### src/rtl/branch_update_queue_if.sv
// Enqueue/dequeue bus between the execution lanes, the branch update queue
// and the predictor update port.
`timescale 1ns/1ps
interface branch_update_queue_if #(
  parameter int unsigned ENQ_WIDTH  = 2,
  parameter int unsigned DEQ_WIDTH  = 2,
  parameter int unsigned ADDR_WIDTH = 32,
  parameter int unsigned HIST_WIDTH = 10,
  parameter int unsigned CTR_WIDTH  = 2
) ();

  // Resolved branches from the integer issue lanes
  logic [ENQ_WIDTH-1:0]                 enq_valid;
  logic [ENQ_WIDTH-1:0][ADDR_WIDTH-1:0] enq_addr;
  logic [ENQ_WIDTH-1:0]                 enq_is_cond;
  logic [ENQ_WIDTH-1:0]                 enq_pred_taken;
  logic [ENQ_WIDTH-1:0]                 enq_exec_taken;
  logic [ENQ_WIDTH-1:0][HIST_WIDTH-1:0] enq_hist;
  logic [ENQ_WIDTH-1:0][CTR_WIDTH-1:0]  enq_ctr;
  logic                                 enq_ready;

  // Training updates towards the predictor
  logic [DEQ_WIDTH-1:0]                 deq_valid;
  logic [DEQ_WIDTH-1:0][ADDR_WIDTH-1:0] deq_addr;
  logic [DEQ_WIDTH-1:0]                 deq_is_cond;
  logic [DEQ_WIDTH-1:0]                 deq_exec_taken;
  logic [DEQ_WIDTH-1:0]                 deq_mispred;
  logic [DEQ_WIDTH-1:0][HIST_WIDTH-1:0] deq_hist;
  logic [DEQ_WIDTH-1:0][HIST_WIDTH-1:0] deq_new_hist;
  logic [DEQ_WIDTH-1:0][CTR_WIDTH-1:0]  deq_new_ctr;
  logic                                 deq_ready;

  modport master (
    output enq_valid, enq_addr, enq_is_cond, enq_pred_taken, enq_exec_taken,
           enq_hist, enq_ctr, deq_ready,
    input  enq_ready, deq_valid, deq_addr, deq_is_cond, deq_exec_taken,
           deq_mispred, deq_hist, deq_new_hist, deq_new_ctr
  );

  modport slave (
    input  enq_valid, enq_addr, enq_is_cond, enq_pred_taken, enq_exec_taken,
           enq_hist, enq_ctr, deq_ready,
    output enq_ready, deq_valid, deq_addr, deq_is_cond, deq_exec_taken,
           deq_mispred, deq_hist, deq_new_hist, deq_new_ctr
  );

endinterface

### src/rtl/branch_update_queue.sv
// Circular queue of resolved branches feeding predictor training updates,
// with at most one mispredict (history recovery) delivered per cycle.
`timescale 1ns/1ps
module branch_update_queue #(
  parameter int unsigned ENQ_WIDTH  = 2,
  parameter int unsigned DEQ_WIDTH  = 2,
  parameter int unsigned DEPTH      = 8,
  parameter int unsigned ADDR_WIDTH = 32,
  parameter int unsigned HIST_WIDTH = 10,
  parameter int unsigned CTR_WIDTH  = 2
) (
  input  logic                     clk,
  input  logic                     rst,
  input  logic                     flush,
  branch_update_queue_if.slave     bus,
  output logic [$clog2(DEPTH):0]   count,
  output logic                     overflow,
  output logic [15:0]              mispred_cnt
);

  localparam int unsigned PTR_W  = $clog2(DEPTH);
  localparam int unsigned CNT_W  = PTR_W + 1;
  localparam int unsigned MCNT_W = 16;
  localparam logic [CTR_WIDTH-1:0] CTR_MAX = '1;
  localparam logic [CNT_W-1:0]     READY_MAX = CNT_W'(DEPTH - ENQ_WIDTH);

  typedef struct packed {
    logic [ADDR_WIDTH-1:0] addr;
    logic                  is_cond;
    logic                  pred_taken;
    logic                  exec_taken;
    logic [HIST_WIDTH-1:0] hist;
    logic [CTR_WIDTH-1:0]  ctr;
  } entry_t;

  entry_t               mem_q [DEPTH];
  logic [PTR_W-1:0]     head_q, head_d;
  logic [PTR_W-1:0]     tail_q, tail_d;
  logic [CNT_W-1:0]     count_q, count_d;
  logic                 enq_ready_q;
  logic                 overflow_q, overflow_d;
  logic [MCNT_W-1:0]    mcnt_q, mcnt_d;

  logic                              do_enq;
  logic [CNT_W-1:0]                  n_acc;
  logic [ENQ_WIDTH-1:0][PTR_W-1:0]   wr_ptr;
  entry_t                            rd_e [DEQ_WIDTH];
  logic [DEQ_WIDTH-1:0]              rd_mis;
  logic [DEQ_WIDTH-1:0]              deq_vld;
  logic [CNT_W-1:0]                  n_pop;
  logic [CNT_W-1:0]                  n_mis;
  logic [MCNT_W:0]                   mis_sum;

  // Accepted lanes pack densely from the tail in ascending lane order
  always_comb begin
    do_enq = enq_ready_q && !flush;
    n_acc  = '0;
    wr_ptr = '0;
    for (int i = 0; i < ENQ_WIDTH; i++) begin
      wr_ptr[i] = tail_q + n_acc[PTR_W-1:0];
      if (bus.enq_valid[i]) n_acc = n_acc + CNT_W'(1);
    end
    if (!do_enq) n_acc = '0;
  end

  // Payload storage carries no reset; only slots below count are ever shown valid
  always_ff @(posedge clk) begin
    if (!rst && do_enq) begin
      for (int i = 0; i < ENQ_WIDTH; i++) begin
        if (bus.enq_valid[i]) begin
          mem_q[wr_ptr[i]] <= '{addr:       bus.enq_addr[i],
                                is_cond:    bus.enq_is_cond[i],
                                pred_taken: bus.enq_pred_taken[i],
                                exec_taken: bus.enq_exec_taken[i],
                                hist:       bus.enq_hist[i],
                                ctr:        bus.enq_ctr[i]};
        end
      end
    end
  end

  // Head window read and per-entry mispredict classification
  always_comb begin
    for (int k = 0; k < DEQ_WIDTH; k++) begin
      rd_e[k]   = mem_q[head_q + PTR_W'(k)];
      rd_mis[k] = rd_e[k].is_cond ? (rd_e[k].pred_taken != rd_e[k].exec_taken)
                                  : (!rd_e[k].pred_taken && rd_e[k].exec_taken);
    end
  end

  // Lanes after the first mispredict are held back to the next cycle
  always_comb begin
    logic blocked;
    blocked = 1'b0;
    deq_vld = '0;
    for (int k = 0; k < DEQ_WIDTH; k++) begin
      deq_vld[k] = (count_q > CNT_W'(k)) && !blocked;
      if (deq_vld[k] && rd_mis[k]) blocked = 1'b1;
    end
  end

  // Predictor update payload: trained history and saturating counter
  always_comb begin
    bus.deq_valid      = deq_vld;
    bus.deq_addr       = '0;
    bus.deq_is_cond    = '0;
    bus.deq_exec_taken = '0;
    bus.deq_mispred    = '0;
    bus.deq_hist       = '0;
    bus.deq_new_hist   = '0;
    bus.deq_new_ctr    = '0;
    for (int k = 0; k < DEQ_WIDTH; k++) begin
      bus.deq_addr[k]       = rd_e[k].addr;
      bus.deq_is_cond[k]    = rd_e[k].is_cond;
      bus.deq_exec_taken[k] = rd_e[k].exec_taken;
      bus.deq_mispred[k]    = rd_mis[k];
      bus.deq_hist[k]       = rd_e[k].hist;
      if (rd_e[k].is_cond) begin
        bus.deq_new_hist[k] = {rd_e[k].hist[HIST_WIDTH-2:0], rd_e[k].exec_taken};
        if (rd_e[k].exec_taken) begin
          bus.deq_new_ctr[k] = (rd_e[k].ctr == CTR_MAX) ? rd_e[k].ctr
                                                        : rd_e[k].ctr + CTR_WIDTH'(1);
        end else begin
          bus.deq_new_ctr[k] = (rd_e[k].ctr == '0) ? rd_e[k].ctr
                                                   : rd_e[k].ctr - CTR_WIDTH'(1);
        end
      end else begin
        bus.deq_new_hist[k] = rd_e[k].hist;
        bus.deq_new_ctr[k]  = rd_e[k].ctr;
      end
    end
  end

  // Pop and mispredict tallies; a flush suppresses both
  always_comb begin
    n_pop = '0;
    n_mis = '0;
    if (bus.deq_ready && !flush) begin
      for (int k = 0; k < DEQ_WIDTH; k++) begin
        if (deq_vld[k]) n_pop = n_pop + CNT_W'(1);
        if (deq_vld[k] && rd_mis[k]) n_mis = n_mis + CNT_W'(1);
      end
    end
  end

  always_comb begin
    count_d    = count_q;
    head_d     = head_q;
    tail_d     = tail_q;
    overflow_d = overflow_q;
    mcnt_d     = mcnt_q;
    mis_sum    = {1'b0, mcnt_q} + (MCNT_W+1)'(n_mis);
    if (|bus.enq_valid && !enq_ready_q) overflow_d = 1'b1;
    if (flush) begin
      count_d = '0;
      head_d  = '0;
      tail_d  = '0;
    end else begin
      count_d = count_q + n_acc - n_pop;
      head_d  = head_q + n_pop[PTR_W-1:0];
      tail_d  = tail_q + n_acc[PTR_W-1:0];
      mcnt_d  = mis_sum[MCNT_W] ? '1 : mis_sum[MCNT_W-1:0];
    end
  end

  // enq_ready is registered from next occupancy, so it never sees same-cycle pops
  always_ff @(posedge clk) begin
    if (rst) begin
      head_q      <= '0;
      tail_q      <= '0;
      count_q     <= '0;
      enq_ready_q <= 1'b1;
      overflow_q  <= 1'b0;
      mcnt_q      <= '0;
    end else begin
      head_q      <= head_d;
      tail_q      <= tail_d;
      count_q     <= count_d;
      enq_ready_q <= (count_d <= READY_MAX);
      overflow_q  <= overflow_d;
      mcnt_q      <= mcnt_d;
    end
  end

  assign bus.enq_ready = enq_ready_q;
  assign count         = count_q;
  assign overflow      = overflow_q;
  assign mispred_cnt   = mcnt_q;

endmodule

### src/flat_wrapper.sv
// flat-port wrapper written by rule: the top's interface ports become plain ports
module branch_update_queue_flat 
#(
  parameter int unsigned ENQ_WIDTH  = 2,
  parameter int unsigned DEQ_WIDTH  = 2,
  parameter int unsigned DEPTH      = 8,
  parameter int unsigned ADDR_WIDTH = 32,
  parameter int unsigned HIST_WIDTH = 10,
  parameter int unsigned CTR_WIDTH  = 2
)
  (clk, rst, flush, count, overflow, mispred_cnt, bus_enq_valid, bus_enq_addr, bus_enq_is_cond, bus_enq_pred_taken, bus_enq_exec_taken, bus_enq_hist, bus_enq_ctr, bus_deq_ready, bus_enq_ready, bus_deq_valid, bus_deq_addr, bus_deq_is_cond, bus_deq_exec_taken, bus_deq_mispred, bus_deq_hist, bus_deq_new_hist, bus_deq_new_ctr);
  branch_update_queue_if #(.ENQ_WIDTH(ENQ_WIDTH), .DEQ_WIDTH(DEQ_WIDTH), .ADDR_WIDTH(ADDR_WIDTH), .HIST_WIDTH(HIST_WIDTH), .CTR_WIDTH(CTR_WIDTH)) bus_i ();
  input  logic clk;
  input  logic rst;
  input  logic flush;
  output logic [$clog2(DEPTH):0] count;
  output logic overflow;
  output logic [15:0] mispred_cnt;
  input wire logic [$bits(bus_i.enq_valid)-1:0] bus_enq_valid;
  input wire logic [$bits(bus_i.enq_addr)-1:0] bus_enq_addr;
  input wire logic [$bits(bus_i.enq_is_cond)-1:0] bus_enq_is_cond;
  input wire logic [$bits(bus_i.enq_pred_taken)-1:0] bus_enq_pred_taken;
  input wire logic [$bits(bus_i.enq_exec_taken)-1:0] bus_enq_exec_taken;
  input wire logic [$bits(bus_i.enq_hist)-1:0] bus_enq_hist;
  input wire logic [$bits(bus_i.enq_ctr)-1:0] bus_enq_ctr;
  input wire logic [$bits(bus_i.deq_ready)-1:0] bus_deq_ready;
  output wire logic [$bits(bus_i.enq_ready)-1:0] bus_enq_ready;
  output wire logic [$bits(bus_i.deq_valid)-1:0] bus_deq_valid;
  output wire logic [$bits(bus_i.deq_addr)-1:0] bus_deq_addr;
  output wire logic [$bits(bus_i.deq_is_cond)-1:0] bus_deq_is_cond;
  output wire logic [$bits(bus_i.deq_exec_taken)-1:0] bus_deq_exec_taken;
  output wire logic [$bits(bus_i.deq_mispred)-1:0] bus_deq_mispred;
  output wire logic [$bits(bus_i.deq_hist)-1:0] bus_deq_hist;
  output wire logic [$bits(bus_i.deq_new_hist)-1:0] bus_deq_new_hist;
  output wire logic [$bits(bus_i.deq_new_ctr)-1:0] bus_deq_new_ctr;
  assign bus_i.enq_valid = bus_enq_valid;
  assign bus_i.enq_addr = bus_enq_addr;
  assign bus_i.enq_is_cond = bus_enq_is_cond;
  assign bus_i.enq_pred_taken = bus_enq_pred_taken;
  assign bus_i.enq_exec_taken = bus_enq_exec_taken;
  assign bus_i.enq_hist = bus_enq_hist;
  assign bus_i.enq_ctr = bus_enq_ctr;
  assign bus_i.deq_ready = bus_deq_ready;
  assign bus_enq_ready = bus_i.enq_ready;
  assign bus_deq_valid = bus_i.deq_valid;
  assign bus_deq_addr = bus_i.deq_addr;
  assign bus_deq_is_cond = bus_i.deq_is_cond;
  assign bus_deq_exec_taken = bus_i.deq_exec_taken;
  assign bus_deq_mispred = bus_i.deq_mispred;
  assign bus_deq_hist = bus_i.deq_hist;
  assign bus_deq_new_hist = bus_i.deq_new_hist;
  assign bus_deq_new_ctr = bus_i.deq_new_ctr;
  branch_update_queue #(.ENQ_WIDTH(ENQ_WIDTH), .DEQ_WIDTH(DEQ_WIDTH), .DEPTH(DEPTH), .ADDR_WIDTH(ADDR_WIDTH), .HIST_WIDTH(HIST_WIDTH), .CTR_WIDTH(CTR_WIDTH)) u_core (.clk(clk), .rst(rst), .flush(flush), .bus(bus_i), .count(count), .overflow(overflow), .mispred_cnt(mispred_cnt));
endmodule
### config.mk
export PLATFORM = sky130hd
export DESIGN_NAME = branch_update_queue_flat
export DESIGN_NICKNAME = d
export VERILOG_FILES = /design/src/rtl/branch_update_queue_if.sv /design/src/rtl/branch_update_queue.sv /design/src/flat_wrapper.sv
export SDC_FILE = /design/constraint.sdc
export NUM_CORES = 1
export LEC_CHECK = 0
export ABC_AREA = 1
export CAP_MARGIN = 30
export CORE_MARGIN = 5
export CORE_UTILIZATION = 55
export CTS_CLUSTER_SIZE = 25
export DETAILED_ROUTE_END_ITERATION = 8
export PLACE_DENSITY = 0.87
export SYNTH_ARGS = -nofsm -noshare
export SYNTH_HDL_FRONTEND = slang
export SYNTH_SLANG_ARGS = --single-unit
### constraint.sdc
create_clock -name clk -period 7.2 [get_ports clk]
set_clock_uncertainty 0.05 [all_clocks]
set_input_delay 1.08 -clock clk [delete_from_list [all_inputs] [get_ports clk]]
set_output_delay 1.08 -clock clk [all_outputs]
set_load 0.02 [all_outputs]
==> impl_metrics.py <==
metrics = {
    "die": {
        "chipHeight_um": 222,
        "ioPinCount": 238,
        "start_util_pct": 55.7,
        "die_x_um": 222,
        "design.die.area_mm2": 0.0492,
        "core-area_mm2": 0.0443,
        "floorplan.rows": 77,
    },
    "sta": {
        "finalHoldViolations": 0,
        "fmax_mhz": 168,
        "rsz0062_at_grt": "no",
        "finalSetupViolCount": 0,
        "report.final.slew_viol_count": 0,
        "holdWs_ns": 0.459,
        "max_slew.worst_pin.slew_ns": 1.02,
        "fin_crit_ns": 5.94,
        "finalSetupTns_ns": 0,
        "post-route-period-util_pct": 82.5,
        "slew-limit-headroom_pct": 32.2,
    },
    "synth": {
        "synthMuxAreaShare_pct": 0,
        "synth_compound_area_share_pct": 23.7,
        "synth_nets": 3241,
        "ys_seq_area_share_pct": 48.0,
        "synth.top_cell.area_share_pct": 45.7,
        "yosys.area_share.adder_pct": 1.32,
        "netlist_area_mm2": 0.0247,
        "synthArstFlopShare_pct": 0,
        "synth_xor_area_share_pct": 0.426,
        "ys.flop_type": "edfxtp_1",
        "synth-edff-count": 376,
        "avgSynthCellArea_um2": 7.92,
        "synth_common_cells": "739 x nand2_1, 644 x o21ai_0, 376 x edfxtp_1",
        "synth_area_leader_cell": "edfxtp_1",
        "synth_top_family_by_area": "compound AO/OA/AOI/OAI gates",
        "netlist_instances": 3118,
        "synth.most_common_cell": "nand2_1",
        "synth_area_leaders": "edfxtp_1 46%, o21ai_0 13%, nand2_1 11%",
        "yosys_warnings": 0,
        "synth_seq_cells": 404,
        "synth_cell_types": 44,
        "synthSimpleGateAreaFrac_pct": 16.0,
    },
    "worst_setup_path": {
        "reg2reg_depth": 24,
        "startpoint_type": "flip-flop",
        "setup.worst_path.end_class": "output pin",
        "arrival_ns": 4.81,
        "cp_data_required_time_ns": 6.07,
        "critPathKind": "flip-flop to output pin",
        "r2r-start": "u_core.head_q[1]",
        "worst-r2r-setup-slack_ns": 1.51,
        "crit_fanout": 68,
        "r2r_end": "u_core.mispred_cnt[14]",
        "endpoint": "bus_deq_new_ctr[2]",
        "cp-startpoint": "u_core.head_q[1]",
    },
    "clocking": {
        "clockBufferDepth": 3,
        "cts_max_level": 2,
        "cts_resized": 0,
        "cts_tree": "built",
        "cts_inserted_buffers": 43,
        "holdBufCountCts": 0,
        "post-cts-setup-buffers": 0,
        "cts-root-buf": "clkbuf_16",
        "clock_sinks": 404,
        "clk_pin_slew_ns": 0.06,
        "clock_latency_ns": 0.57,
    },
    "routing": {
        "wl_met3_um": 9000,
        "met1Wirelength_um": 27000,
        "drtIter0Drc": 3088,
        "wl_per_cell_um": 19.6,
        "drc_errors": 0,
        "drtAntennaViolNets": 0,
        "via_per_inst": 6.03,
        "drt-total-wl_um": 74200,
        "firstDrtPassIters": 6,
        "dr_wl_met2_um": 35100,
        "top_layer": "met5",
        "vias": 22800,
    },
    "placed_design": {
        "dp_hpwl_um": 42500,
        "port_buffers": 237,
        "place.gp.congestion": 0.844,
    },
    "global_routing": {
        "grt_pass1_vias": 21100,
        "antenna_found_initial": 4,
        "grt_max_degree": 218,
        "grt_pass1_wl_um": 115000,
        "grtUsageTotal_pct": 28.9,
        "gr-total-overflow": 0,
    },
    "finish": {
        "utilization_pct": 63.7,
        "area_growth_pct": 14.4,
        "drive_above_1_share_pct": 4.14,
        "final_nets": 3281,
    },
    "power_and_ir_drop": {
        "powerDensity_mw_per_mm2": 249,
        "vdd_ir_drop_max_mv": 0.204,
        "power_mw": 7.04,
        "p_leak_nw": 11.3,
    },
    "worst_hold_path": {
        "hold_path.class": "flip-flop to flip-flop",
    },
    "run_status": {
        "outcome": "complete, no violations",
    },
    "flow_run": {
        "max_cap_viol_count": 0,
    },
}
-- how the worst min path moves through the flow --
stage	from	end	slack (ns)	cells after the start
after floorplan	u_core.tail_q[2]	u_core.tail_q[2]	0.50	2
after global placement	u_core.overflow	u_core.overflow	0.43	2
after detailed placement	u_core.overflow	u_core.overflow	0.44	2
after CTS	u_core.overflow	u_core.overflow	0.46	2
after global routing	u_core.overflow	u_core.overflow	0.50	2
final	u_core.overflow	u_core.overflow	0.46	2
-- per-layer routing --
metal,GRT usage [%],up-vias
li1,-,10700
met1,37.5,10300
met2,47.4,1563
met3,5.42,247
met4,13.2,4
met5,0,-
-- state kept, by name, summed over array words and instances (netlist names) --
signal                flops
u_core.bus.enq_ready      1
u_core.count              4
u_core.head_q             3
u_core.mem_q            376
u_core.mispred_cnt       16
u_core.overflow           1
u_core.tail_q             3
-- cell type report --
type | count | area, um2
well taps | 592 | 741
flip-flops and latches | 404 | 11900
diodes | 2 | 5.00
clock inverters | 17 | 103
multi-input cells | 2146 | 10400
clock buffers | 60 | 1200
inverters | 289 | 1090
repair buffers | 274 | 2850
fillers | 3636 | 16100
-- power by group --
part	switching, mW	internal, mW	leakage, nW
sequential	0.0580	2.65	3.62
clock	0.921	1.20	0.647
combinational	1.39	0.833	7.06
-- placed cells by master, fill, tap and decap left out, types with 4 or more instances in the layout --
master / instances
nand2_4: 8
nand2_1: 735
edfxtp_1: 376
clkinv_1: 7
xor2_1: 5
buf_16: 10
fa_1: 5
ha_1: 17
o211ai_1: 67
o21ai_4: 9
clkbuf_1: 13
o22ai_1: 4
nand4_1: 4
o21ai_1: 103
nor2_1: 175
dfxtp_1: 25
o21ai_0: 636
clkbuf_16: 45
inv_1: 283
buf_4: 27
a21oi_1: 221
clkinv_2: 11
clkdlybuf4s50_1: 237
a31oi_1: 67
nand3_1: 64
-- critical path, cell delays in order, from the launching register on --
cell             delay, ns
dfxtp_4               0.96
ha_4                  0.73
inv_2                 0.58
buf_4                 0.43
nand3_1               0.13
nand2_1               0.07
o21ai_0               0.28
nand2_1               0.08
nand2_1               0.07
nand2_1               0.06
nand2_1               0.09
clkdlybuf4s50_1       0.65
-- cell families (layout without fill, tap and decap cells) --
kind of cell / count (synthesis) / after routing
flip-flops: 404 / 404
XOR/XNOR: 9 / 9
adder cells (fa/ha/maj): 23 / 23
buffers and inverters: 568 / 640
AND/OR/NAND/NOR: 1002 / 1002
other: 0 / 2
AO/OA/AOI/OAI: 1112 / 1112
-- stage by stage --
stage | instance area (um2) | setup WS [ns] | std cells
global placement | 26700 | 1.81 | 3695
finish | 28200 | 1.26 | 3784
detailed placement | 26900 | 1.69 | 3703
global route | 28200 | 1.14 | 3784
floorplan | 24700 | 1.62 | 3118
CTS | 28200 | 1.40 | 3780
Note: power is estimated with default switching activity, not from simulation.
